<file path="src/rtl/ps2_note_pkg.sv">
`default_nettype none
// ============================================================================
// Module   : ps2_note_pkg
// Brief    : Shared types, scan-code constants and the note map for the
//            PS/2 note keyboard receiver.
// Revision : 2.0
// ============================================================================
package ps2_note_pkg;

    typedef enum logic [1:0] {
        IDLE   = 2'd0,
        DATA   = 2'd1,
        PARITY = 2'd2,
        STOP   = 2'd3
    } rx_state_t;

    localparam logic [7:0] C_SC_EXT    = 8'hE0;
    localparam logic [7:0] C_SC_BRK    = 8'hF0;
    localparam logic [7:0] C_SC_BAT    = 8'hAA;
    localparam logic [7:0] C_SC_ERR_FF = 8'hFF;
    localparam logic [7:0] C_SC_ERR_00 = 8'h00;
    localparam logic [7:0] C_SC_OCT_DN = 8'h1A;
    localparam logic [7:0] C_SC_OCT_UP = 8'h22;

    typedef struct packed {
        logic       hit;
        logic [4:0] idx;
    } note_t;

    // Piano-style layout: home row = white keys, upper row = black keys.
    function automatic note_t note_map(input logic [7:0] code);
        note_t r;
        r.hit = 1'b1;
        r.idx = 5'd0;
        case (code)
            8'h1C:   r.idx = 5'd0;
            8'h1D:   r.idx = 5'd1;
            8'h1B:   r.idx = 5'd2;
            8'h24:   r.idx = 5'd3;
            8'h23:   r.idx = 5'd4;
            8'h2B:   r.idx = 5'd5;
            8'h2C:   r.idx = 5'd6;
            8'h34:   r.idx = 5'd7;
            8'h35:   r.idx = 5'd8;
            8'h33:   r.idx = 5'd9;
            8'h3C:   r.idx = 5'd10;
            8'h3B:   r.idx = 5'd11;
            8'h42:   r.idx = 5'd12;
            8'h44:   r.idx = 5'd13;
            8'h4B:   r.idx = 5'd14;
            8'h4D:   r.idx = 5'd15;
            8'h4C:   r.idx = 5'd16;
            default: r.hit = 1'b0;
        endcase
        return r;
    endfunction

endpackage
`default_nettype wire

</file>
<file path="src/rtl/ps2_frame_rx.sv">
`default_nettype none
// ============================================================================
// Module   : ps2_frame_rx
// Brief    : PS/2 pin synchronizers, clock run filter, 11-bit frame FSM
//            and inter-edge timeout.
// Revision : 2.0
// ============================================================================
module ps2_frame_rx
    import ps2_note_pkg::*;
#(
    parameter int FILT_LEN    = 8,
    parameter int TIMEOUT_CYC = 50000
) (
    input  logic       clk,
    input  logic       ar,
    input  logic       ps2_clk,
    input  logic       ps2_dat,
    output logic       byte_valid,
    output logic [7:0] byte_data,
    output logic       frame_err
);

    localparam int FCW = $clog2(FILT_LEN);
    localparam int TOW = $clog2(TIMEOUT_CYC + 1);

    logic [1:0]     clk_sync_q;
    logic [1:0]     dat_sync_q;
    logic           filt_q,  filt_d;
    logic [FCW-1:0] fcnt_q,  fcnt_d;
    rx_state_t      state_q, state_d;
    logic [2:0]     bcnt_q,  bcnt_d;
    logic [7:0]     shift_q, shift_d;
    logic           par_q,   par_d;
    logic [TOW-1:0] tcnt_q,  tcnt_d;
    logic           bv_q,    bv_d;
    logic [7:0]     bdata_q, bdata_d;
    logic           ferr_q,  ferr_d;

    logic w_clk_s;
    logic w_dat_s;
    logic w_strobe;
    logic w_timeout;

    assign w_clk_s = clk_sync_q[1];
    assign w_dat_s = dat_sync_q[1];

    always_ff @(posedge clk) begin
        if (ar) begin
            clk_sync_q <= 2'b11;
            dat_sync_q <= 2'b11;
            filt_q     <= 1'b1;
            fcnt_q     <= '0;
            state_q    <= IDLE;
            bcnt_q     <= '0;
            shift_q    <= '0;
            par_q      <= 1'b0;
            tcnt_q     <= '0;
            bv_q       <= 1'b0;
            bdata_q    <= '0;
            ferr_q     <= 1'b0;
        end else begin
            clk_sync_q <= {clk_sync_q[0], ps2_clk};
            dat_sync_q <= {dat_sync_q[0], ps2_dat};
            filt_q     <= filt_d;
            fcnt_q     <= fcnt_d;
            state_q    <= state_d;
            bcnt_q     <= bcnt_d;
            shift_q    <= shift_d;
            par_q      <= par_d;
            tcnt_q     <= tcnt_d;
            bv_q       <= bv_d;
            bdata_q    <= bdata_d;
            ferr_q     <= ferr_d;
        end
    end

    // The filtered level flips on the FILT_LEN-th consecutive differing sample.
    always_comb begin
        filt_d = filt_q;
        fcnt_d = '0;
        if (w_clk_s != filt_q) begin
            if (fcnt_q == FCW'(FILT_LEN - 1)) begin
                filt_d = w_clk_s;
            end else begin
                fcnt_d = fcnt_q + 1'b1;
            end
        end
    end

    assign w_strobe  = filt_q & ~filt_d;
    assign w_timeout = (state_q != IDLE) && (tcnt_q == TOW'(TIMEOUT_CYC));

    always_comb begin
        state_d = state_q;
        bcnt_d  = bcnt_q;
        shift_d = shift_q;
        par_d   = par_q;
        bv_d    = 1'b0;
        bdata_d = bdata_q;
        ferr_d  = 1'b0;

        if (state_q == IDLE || w_strobe) begin
            tcnt_d = '0;
        end else begin
            tcnt_d = tcnt_q + 1'b1;
        end

        if (w_timeout) begin
            state_d = IDLE;
            ferr_d  = 1'b1;
            tcnt_d  = '0;
        end else if (w_strobe) begin
            case (state_q)
                IDLE: begin
                    if (!w_dat_s) begin
                        state_d = DATA;
                        bcnt_d  = '0;
                    end
                end
                DATA: begin
                    shift_d = {w_dat_s, shift_q[7:1]};
                    bcnt_d  = bcnt_q + 1'b1;
                    if (bcnt_q == 3'd7) begin
                        state_d = PARITY;
                    end
                end
                PARITY: begin
                    par_d   = w_dat_s;
                    state_d = STOP;
                end
                STOP: begin
                    if (w_dat_s && (^{shift_q, par_q})) begin
                        bv_d    = 1'b1;
                        bdata_d = shift_q;
                    end else begin
                        ferr_d  = 1'b1;
                    end
                    state_d = IDLE;
                end
                default: state_d = IDLE;
            endcase
        end
    end

    assign byte_valid = bv_q;
    assign byte_data  = bdata_q;
    assign frame_err  = ferr_q;

endmodule
`default_nettype wire

</file>
<file path="src/rtl/ps2_note_kbd.sv">
`default_nettype none
// ============================================================================
// Module   : ps2_note_kbd
// Brief    : PS/2 keyboard to held-note mask, key events and octave register.
// Revision : 2.0
// ============================================================================
module ps2_note_kbd
    import ps2_note_pkg::*;
#(
    parameter int FILT_LEN    = 8,
    parameter int TIMEOUT_CYC = 50000,
    parameter int NUM_KEYS    = 17,
    parameter int OCT_INIT    = 4,
    parameter int OCT_MAX     = 7
) (
    input  logic                clk,
    input  logic                ar,
    input  logic                ps2_clk,
    input  logic                ps2_dat,
    output logic [NUM_KEYS-1:0] key_mask,
    output logic [2:0]          octave,
    output logic                evt_valid,
    output logic [4:0]          evt_key,
    output logic                evt_press,
    output logic                byte_valid,
    output logic [7:0]          byte_data,
    output logic                frame_err
);

    localparam logic [2:0]          C_OCT_INIT = 3'(OCT_INIT);
    localparam logic [2:0]          C_OCT_MAX  = 3'(OCT_MAX);
    localparam logic [NUM_KEYS-1:0] C_ONE      = NUM_KEYS'(1);

    logic                rx_valid;
    logic [7:0]          rx_byte;

    logic [NUM_KEYS-1:0] key_mask_q,  key_mask_d;
    logic [2:0]          octave_q,    octave_d;
    logic                ext_q,       ext_d;
    logic                brk_q,       brk_d;
    logic                evt_valid_q, evt_valid_d;
    logic [4:0]          evt_key_q,   evt_key_d;
    logic                evt_press_q, evt_press_d;

    note_t               w_note;
    logic [NUM_KEYS-1:0] w_onehot;
    logic                w_held;

    ps2_frame_rx #(
        .FILT_LEN    (FILT_LEN),
        .TIMEOUT_CYC (TIMEOUT_CYC)
    ) u_rx (
        .clk        (clk),
        .ar         (ar),
        .ps2_clk    (ps2_clk),
        .ps2_dat    (ps2_dat),
        .byte_valid (rx_valid),
        .byte_data  (rx_byte),
        .frame_err  (frame_err)
    );

    always_ff @(posedge clk) begin
        if (ar) begin
            key_mask_q  <= '0;
            octave_q    <= C_OCT_INIT;
            ext_q       <= 1'b0;
            brk_q       <= 1'b0;
            evt_valid_q <= 1'b0;
            evt_key_q   <= '0;
            evt_press_q <= 1'b0;
        end else begin
            key_mask_q  <= key_mask_d;
            octave_q    <= octave_d;
            ext_q       <= ext_d;
            brk_q       <= brk_d;
            evt_valid_q <= evt_valid_d;
            evt_key_q   <= evt_key_d;
            evt_press_q <= evt_press_d;
        end
    end

    // Indices beyond NUM_KEYS shift out of the one-hot and are dropped naturally.
    assign w_note   = note_map(rx_byte);
    assign w_onehot = C_ONE << w_note.idx;
    assign w_held   = |(key_mask_q & w_onehot);

    always_comb begin
        key_mask_d  = key_mask_q;
        octave_d    = octave_q;
        ext_d       = ext_q;
        brk_d       = brk_q;
        evt_valid_d = 1'b0;
        evt_key_d   = evt_key_q;
        evt_press_d = evt_press_q;

        if (rx_valid) begin
            if (rx_byte == C_SC_EXT) begin
                ext_d = 1'b1;
            end else if (rx_byte == C_SC_BRK) begin
                brk_d = 1'b1;
            end else begin
                ext_d = 1'b0;
                brk_d = 1'b0;
                if (rx_byte == C_SC_BAT || rx_byte == C_SC_ERR_FF ||
                    rx_byte == C_SC_ERR_00) begin
                    key_mask_d = '0;
                end else if (!ext_q) begin
                    if (w_note.hit && (w_onehot != '0)) begin
                        if (!brk_q && !w_held) begin
                            key_mask_d  = key_mask_q | w_onehot;
                            evt_valid_d = 1'b1;
                            evt_key_d   = w_note.idx;
                            evt_press_d = 1'b1;
                        end else if (brk_q && w_held) begin
                            key_mask_d  = key_mask_q & ~w_onehot;
                            evt_valid_d = 1'b1;
                            evt_key_d   = w_note.idx;
                            evt_press_d = 1'b0;
                        end
                    end else if (!brk_q && rx_byte == C_SC_OCT_DN &&
                                 octave_q != 3'd0) begin
                        octave_d = octave_q - 1'b1;
                    end else if (!brk_q && rx_byte == C_SC_OCT_UP &&
                                 octave_q < C_OCT_MAX) begin
                        octave_d = octave_q + 1'b1;
                    end
                end
            end
        end
    end

    assign key_mask   = key_mask_q;
    assign octave     = octave_q;
    assign evt_valid  = evt_valid_q;
    assign evt_key    = evt_key_q;
    assign evt_press  = evt_press_q;
    assign byte_valid = rx_valid;
    assign byte_data  = rx_byte;

endmodule
`default_nettype wire

</file>
<file path="config.mk">
export PLATFORM = sky130hd
export DESIGN_NAME = ps2_note_kbd
export DESIGN_NICKNAME = d
export VERILOG_FILES = /design/src/rtl/ps2_note_pkg.sv /design/src/rtl/ps2_frame_rx.sv /design/src/rtl/ps2_note_kbd.sv
export SDC_FILE = /design/constraint.sdc
export NUM_CORES = 1
export LEC_CHECK = 0
export CAP_MARGIN = 30
export CORE_UTILIZATION = 45
export DETAILED_ROUTE_END_ITERATION = 16
export DONT_BUFFER_PORTS = 1
export PLACE_DENSITY_LB_ADDON = 0.1
export SYNTH_ARGS = -nofsm -noshare
export SYNTH_HDL_FRONTEND = slang
export SYNTH_SLANG_ARGS = --single-unit
export TNS_END_PERCENT = 30
</file>
<file path="constraint.sdc">
create_clock -name clk -period 7.15 [get_ports clk]
set_input_delay 0.715 -clock clk [delete_from_list [all_inputs] [get_ports clk]]
set_output_delay 0.715 -clock clk [all_outputs]
set_load 0.05 [all_outputs]
</file>
==> key figures, run 1 <==
Cells and area
  – Most frequent cells in the layout: dfxtp_1, nor2_1, nand2_1
  – Share of cells above drive strength 1: 0.1236
  – Layout Nets: roughly 470
  – Filler instances: about 890
  – Most common cell after layout, fill and taps aside: dfxtp_1
  – Area grow syn2layout: 4.789%
  – N_diodes: 0
  – Design Area, Final: 4353 um^2

Logic synthesis
  – Synth Area per Inst: 8.876 um^2
  – Synth Net Count: around 490
  – Synth Cell Area: ~4200 um^2
  – Post-synth top area cell: dfxtp_1
  – Number of library cell types mapped by synthesis: about 70
  – Synthesized instance count: ~470
  – Number of synthesized flops with an enable pin: 0
  – Main synth FF type: dfxtp_1
  – Top area cells in the synthesized netlist: dfxtp_1, nor2_1, mux2i_1, nand2_1, mux2_2
  – Ys Warns: 0
  – Share of flip-flops with an asynchronous set or reset: 0
  – Yosys top cell area share: 0.3711
  – Flops & latches, synth: just under 80
  – Sequential area share after synthesis: 0.3711

Routing
  – Vias/cell: 5.868
  – Drt drc: 2
  – WL per Instance: 17.63 um
  – DRT iter0 DRCs: roughly 200
  – Routed vias: around 3300
  – DRT Wirelength: 10.03 mm
  – Detail Route Antenna Nets: 0
  – DRT Pass-1 Iters: 11

Worst setup path
  – Setup crit end: evt_key[1]$_SDFFE_PP0P_
  – Critical Path RT: ~7.4 ns
  – CP arrival: about 4.7 ns
  – Critical Path End Type: register
  – CP Launch Point: u_rx.byte_data[2]$_SDFFE_PP0P_
  – Reg-to-reg endpoint: evt_key[1]$_SDFFE_PP0P_
  – Cell depth of the worst flop-to-flop path: 10
  – CP max FO: 16
  – CP Class: register to register
  – Worst setup SP type: register
  – Critical path, cell by cell: nor2b_1, a22o_1, a32o_1, a2111oi_0, o211ai_1, ha_1, nor4_1, o31ai_4, nor3_1, nor3_1
  – Max stage delay on crit path: between 0.9 and 1 ns
  – Critical path's slowest cell: dfxtp_1
  – R2R Setup Slk: between 2 and 3 ns
  – Crit-path most repeated cell: nor3_1
  – Critical R2R Launch: u_rx.byte_data[2]$_SDFFE_PP0P_

GRT
  – Largest net degree at the start of global routing: between 50 and 60
  – Global routing usage on met2: 0.3456
  – Initial antenna violation count: 0
  – First-pass GRT wire length: 16.66 mm
  – Overflow after GRT: 0
  – Met3 usage: 0.06013
  – Vias in the first global route: about 3200
  – Met1 usage: 0.2846
  – GRT Total Usage: 0.2196
  – Most Crowded Layer GR: met2

Status
  – Status: complete, but fails checks
  – Failing checks: design-rule violations

Place
  – Post-Place Setup Slack: roughly 2.9 ns
  – Port Buffer Count: 0
  – Post-placement cell area: between 4000 and 5000 um^2
  – Post-DP HPWL: 6.954 mm
  – Placer Congestion: about 0.9

Clock tree
  – Post-CTS setup buffer count: 0
  – CTS Root Cell: clkbuf_8
  – Clk Latency, worst-skew pair: roughly 0.37 ns
  – Max Buffers Root-to-Sink: 2
  – Post-cts resize count: 0
  – CTS H-tree depth: 3
  – CTS Hold Buffers Added: 0
  – CTS tree: done
  – Total CTS buffers: 9
  – Clk slew on worst S/H paths: roughly 0.080 ns
  – Clock sinks: 77

Timing
  – Clock Skews: 0.01853 ns
  – Pins Over Slew Limit: 0
  – Final min period: roughly 4.4 ns
  – Tcrit/Tclk final: 0.6186
  – TNS Setup: 0 ns
  – PnR worst setup slack: between 2 and 3 ns
  – Final setup fails: 0
  – RSZ-0062 raised after global routing: false
  – Max-slew headroom: 0.3419
  – Final hold vios: 0
  – Highest clock rate: 226.1 MHz
  – Worst Max-Slew Pin Slew: about 0.99 ns

Die
  – IO Count: 41
  – Starting density of the core: 0.4695
  – Core area: ~8800 um^2
  – Die Y-Extent: slightly below 100 um
  – Row cnt: 34
  – DIE AREA: around 9600 um^2
  – Die W: about 100 um

Worst hold path
  – Hold Path Class: register to register

Power and ir drop
  – Peak supply drop: between 0.00008 and 0.00009 V
  – Pwr/cell area: 179.4 nW/um^2
  – Lkg Pwr: ~1.4 nW

Job
  – Max Cap Viol: 0
## critical path, delay by kind of cell (launching register included)
family | cells | cell delay (ns)
AO/OA/AOI/OAI | 5 | 1.70
AND/OR/NAND/NOR | 4 | 1.30
flip-flops | 1 | 0.98
adder cells (fa/ha/maj) | 1 | 0.32
## layer usage
metal,wire length (um),share of wire,vias up
met1,4626,0.46,1598
met5,0,0,-
met4,189,0.019,0
met3,614,0.061,20
li1,-,-,1629
met2,4601,0.46,92
## metrics by stage
stage	total power, mW	hold WS (ns)	cells	utilization
floorplan	0.4466	0.3895	468	-
global placement	0.4435	0.3920	553	0.4685
detailed placement	0.4436	0.3988	553	0.4685
CTS	0.7888	0.3976	569	0.4919
global route	0.8117	0.4067	569	0.4919
finish	0.7811	0.4161	569	0.4919
## worst min path at each step
| stage | start | endpoint | cells after the start |
|---|---|---|---|
| 2_1_floorplan | u_rx.clk_sync_q[0]$_SDFF_PP1_ | u_rx.clk_sync_q[1]$_SDFF_PP1_ | 1 |
| 3_3_place_gp | u_rx.clk_sync_q[0]$_SDFF_PP1_ | u_rx.clk_sync_q[1]$_SDFF_PP1_ | 1 |
| 3_5_place_dp | u_rx.clk_sync_q[0]$_SDFF_PP1_ | u_rx.clk_sync_q[1]$_SDFF_PP1_ | 1 |
| 4_1_cts | ar | u_rx.par_q$_SDFFE_PP0P_ | 1 |
| 5_1_grt | ar | octave[0]$_SDFFE_PP0P_ | 1 |
| 6_report | u_rx.clk_sync_q[0]$_SDFF_PP1_ | u_rx.clk_sync_q[1]$_SDFF_PP1_ | 1 |
## power by group
part	switching, mW	leakage [nW]	internal [mW]
Combinational	0.00168	0.719	0.00133
Clock	0.174	0.107	0.173
Sequential	0.000814	0.621	0.430
Total	0.177	1.45	0.604
## cells by family after synthesis
kind of cell | count (synthesis) | share of synthesized area
AND/OR/NAND/NOR | 211 | 0.2702
flip-flops | 77 | 0.3711
AO/OA/AOI/OAI | 65 | 0.1193
buffers and inverters | 42 | 0.05361
multiplexers | 36 | 0.09096
XOR/XNOR | 24 | 0.05391
adder cells (fa/ha/maj) | 13 | 0.04096
## synthesized netlist by cell type (all sizes together) (11+ instances only)
library cell,number
nor2,72
xnor2,12
a21oi,18
nand3,14
xor2,11
nand2,43
mux2i,22
mux2,14
dfxtp,77
buf,15
ha,12
nor3,13
inv,17
## sequential cells by signal, summed over array words and instances, names as in the netlist, 2 cells and up
register / count
evt_key: 5
key_mask: 17
u_rx.clk_sync_q: 2
u_rx.bcnt_q: 3
u_rx.fcnt_q: 3
u_rx.shift_q: 8
u_rx.byte_data: 8
u_rx.state_q: 2
u_rx.dat_sync_q: 2
u_rx.tcnt_q: 16
octave: 3
## cell type report
cell class | count | area, um^2 | share of cell area
tap | 108 | 135.1 | 0.03104
multi-input combinational | 349 | 2390 | 0.5490
timing repair buffer | 2 | 15.01 | 0.003449
clock inverter | 6 | 70.07 | 0.01610
sequential | 77 | 1541 | 0.3541
inverter | 17 | 63.81 | 0.01466
clock buffer | 10 | 137.6 | 0.03162
Note: power is estimated with default switching activity, not from simulation.
==> run 2: changes to the inputs <==
clock period = 4.5 ns   (was 7.15 ns; I/O delays follow)
==> key figures, run 2 (same netlist as run 1, synthesis figures left out) <==
Status
  – Status: complete, but fails checks (unchanged)
  – Failing checks: design-rule violations (unchanged)

Place
  – Post-placement cell area: 4228 um^2 (was 4145 um^2)
  – Port Buffer Count: 0 (unchanged)
  – Post-Place Setup Slack: 0.8414 ns (was 2.928 ns)
  – Placed cells: 564 (was 553)
  – Post-DP HPWL: 7.188 mm (was 6.954 mm)
  – Placer Congestion: 0.9729 (was 0.9153)

Clock tree
  – Clock sinks: 77 (unchanged)
  – Total CTS buffers: 9 (unchanged)
  – Post-CTS setup buffer count: 0 (unchanged)
  – CTS H-tree depth: 3 (unchanged)
  – Max Buffers Root-to-Sink: 2 (unchanged)
  – CTS tree: done (unchanged)
  – Clk Latency, worst-skew pair: 0.34 ns (was 0.37 ns)
  – CTS Hold Buffers Added: 0 (unchanged)
  – Post-cts resize count: 0 (unchanged)
  – Clk slew on worst S/H paths: 0.09 ns (was 0.08 ns)
  – CTS Root Cell: clkbuf_8 (unchanged)

Cells and area
  – Most common cell after layout, fill and taps aside: dfxtp_1 (unchanged)
  – N_diodes: 0 (unchanged)
  – Area grow syn2layout: 6.596% (was 4.789%)
  – Post-Layout Cell Count: 580 (was 569)
  – Filler instances: 890 (was 888)
  – Layout Nets: 484 (was 473)
  – Max FFs per register: 17 (unchanged)
  – Design Area, Final: 4428 um^2 (was 4353 um^2)
  – Share of cells above drive strength 1: 0.1419 (was 0.1236)
  – Most frequent cells in the layout: dfxtp_1, nor2_1, nand2_1 (unchanged)

Routing
  – Drt drc: 2 (unchanged)
  – Metal3 WL: 622 um (was 614 um)
  – Detail Route Antenna Nets: 0 (unchanged)
  – WL per Instance: 17.37 um (was 17.63 um)
  – Routed vias: 3349 (was 3339)
  – DRT Wirelength: 10.08 mm (was 10.03 mm)
  – Met2 wire len: 4.538 mm (was 4.601 mm)
  – DRT Pass-1 Iters: 10 (was 11)
  – Vias/cell: 5.774 (was 5.868)
  – DR top layer: met4 (unchanged)
  – DRT iter0 DRCs: 242 (was 199)
  – M1 WL: 4.804 mm (was 4.626 mm)

Worst setup path
  – WP depth: 12 (was 10)
  – CP arrival: 4.02 ns (was 4.67 ns)
  – CP max FO: 15 (was 16)
  – Critical path's slowest cell: dfxtp_1 (unchanged)
  – Crit path buffers/inverters: 0 (unchanged)
  – Critical Path End Type: register (unchanged)
  – CP Class: register to register (unchanged)
  – Cell depth of the worst flop-to-flop path: 12 (was 10)
  – Crit-path most repeated cell: nor2_1 (was nor3_1)
  – Critical path, cell by cell: or4b_1, nor2_1, nor4_1, o2111ai_1, o211a_1, ha_1, or2_2, o2111ai_1, nor2_1, nand3_1, mux2_2, nor2_1 (was nor2b_1, a22o_1, a32o_1, a2111oi_0, o211ai_1, ha_1, nor4_1, o31ai_4, nor3_1, nor3_1)
  – Max stage delay on crit path: 0.67 ns (was 0.98 ns)
  – Worst setup SP type: register (unchanged)
  – Critical Path RT: 4.78 ns (was 7.40 ns)
  – Top delay family on crit path: simple AND/OR/NAND/NOR gates (was compound AO/OA/AOI/OAI gates)

Power and ir drop
  – Lkg Pwr: 1.495 nW (was 1.447 nW)
  – Pwr/cell area: 275.6 nW/um^2 (was 179.4 nW/um^2)
  – Peak supply drop: 0.0001168 V (was 0.00008281 V)

Timing
  – PnR worst setup slack: 0.7680 ns (was 2.727 ns)
  – Clock Skews: 0.009074 ns (was 0.01853 ns)
  – Final setup fails: 0 (unchanged)
  – Pins Over Slew Limit: 0 (unchanged)
  – Hold WS: 0.1750 ns (was 0.4161 ns)
  – Worst Max-Slew Pin Slew: 0.7467 ns (was 0.9859 ns)
  – Max-slew headroom: 0.5009 (was 0.3419)
  – Highest clock rate: 268.0 MHz (was 226.1 MHz)
  – TNS Setup: 0 ns (unchanged)
  – Tcrit/Tclk final: 0.8293 (was 0.6186)
  – RSZ-0062 raised after global routing: false (unchanged)
  – Final min period: 3.732 ns (was 4.423 ns)
  – Final hold vios: 0 (unchanged)

Die
  – Core area: 8848 um^2 (unchanged)
  – Die W: 98.08 um (unchanged)
  – IO Count: 41 (unchanged)
  – DIE AREA: 9620 um^2 (unchanged)
  – Row cnt: 34 (unchanged)
  – Die Y-Extent: 98.08 um (unchanged)
  – Starting density of the core: 0.4695 (unchanged)

GRT
  – GRT Total Usage: 0.2180 (was 0.2196)
  – Vias in the first global route: 3212 (was 3180)
  – First-pass GRT wire length: 16.68 mm (was 16.66 mm)
  – Largest net degree at the start of global routing: 55 (unchanged)
  – Overflow after GRT: 0 (unchanged)
  – Initial antenna violation count: 0 (unchanged)

Worst hold path
  – Hold depth: 1 (unchanged)
  – Hold Path Class: input port to register (was register to register)

Job
  – Max Cap Viol: 0 (unchanged)
[run 2: metal layers]
metal  GRT usage  up-vias
met5           0        -
met4     0.08974        0
met3     0.04510        8
met2      0.3391       91
met1      0.2939     1606
li1            -     1644
[run 2: final timing paths]
path / from / end / slack (ns)
max: u_rx.byte_data[6]$_SDFFE_PP0P_ / key_mask[9]$_SDFFE_PP0P_ / 0.77
min reg2reg: u_rx.clk_sync_q[0]$_SDFF_PP1_ / u_rx.clk_sync_q[1]$_SDFF_PP1_ / 0.42
min: ar / u_rx.frame_err$_SDFF_PP0_ / 0.17
max reg2reg: u_rx.byte_data[6]$_SDFFE_PP0P_ / key_mask[9]$_SDFFE_PP0P_ / 0.77
[run 2: cell type report]
type                            instances  area (um^2)  share of cell area
Tap cell                              108        135.1             0.03052
Inverter                               17        63.81             0.01441
Sequential cell                        77         1541              0.3481
Clock buffer                           11        141.4             0.03193
Clock inverter                          5        58.81             0.01328
Timing Repair Buffer                   13        97.59             0.02204
Multi-Input combinational cell        349         2390              0.5397
[run 2: metrics by stage]
stage | total power [mW] | util
2_1_floorplan | 0.7096 | -
3_3_place_gp | 0.7046 | 0.4778
3_5_place_dp | 0.7046 | 0.4778
4_1_cts | 1.232 | 0.5004
5_1_grt | 1.264 | 0.5004
6_report | 1.220 | 0.5004
[run 2: report_power, final]
group	total, mW	internal, mW	switching, mW
registers	0.684	0.682	0.00126
clock network	0.532	0.273	0.259
logic	0.00473	0.00214	0.00259
total	1.22	0.958	0.263
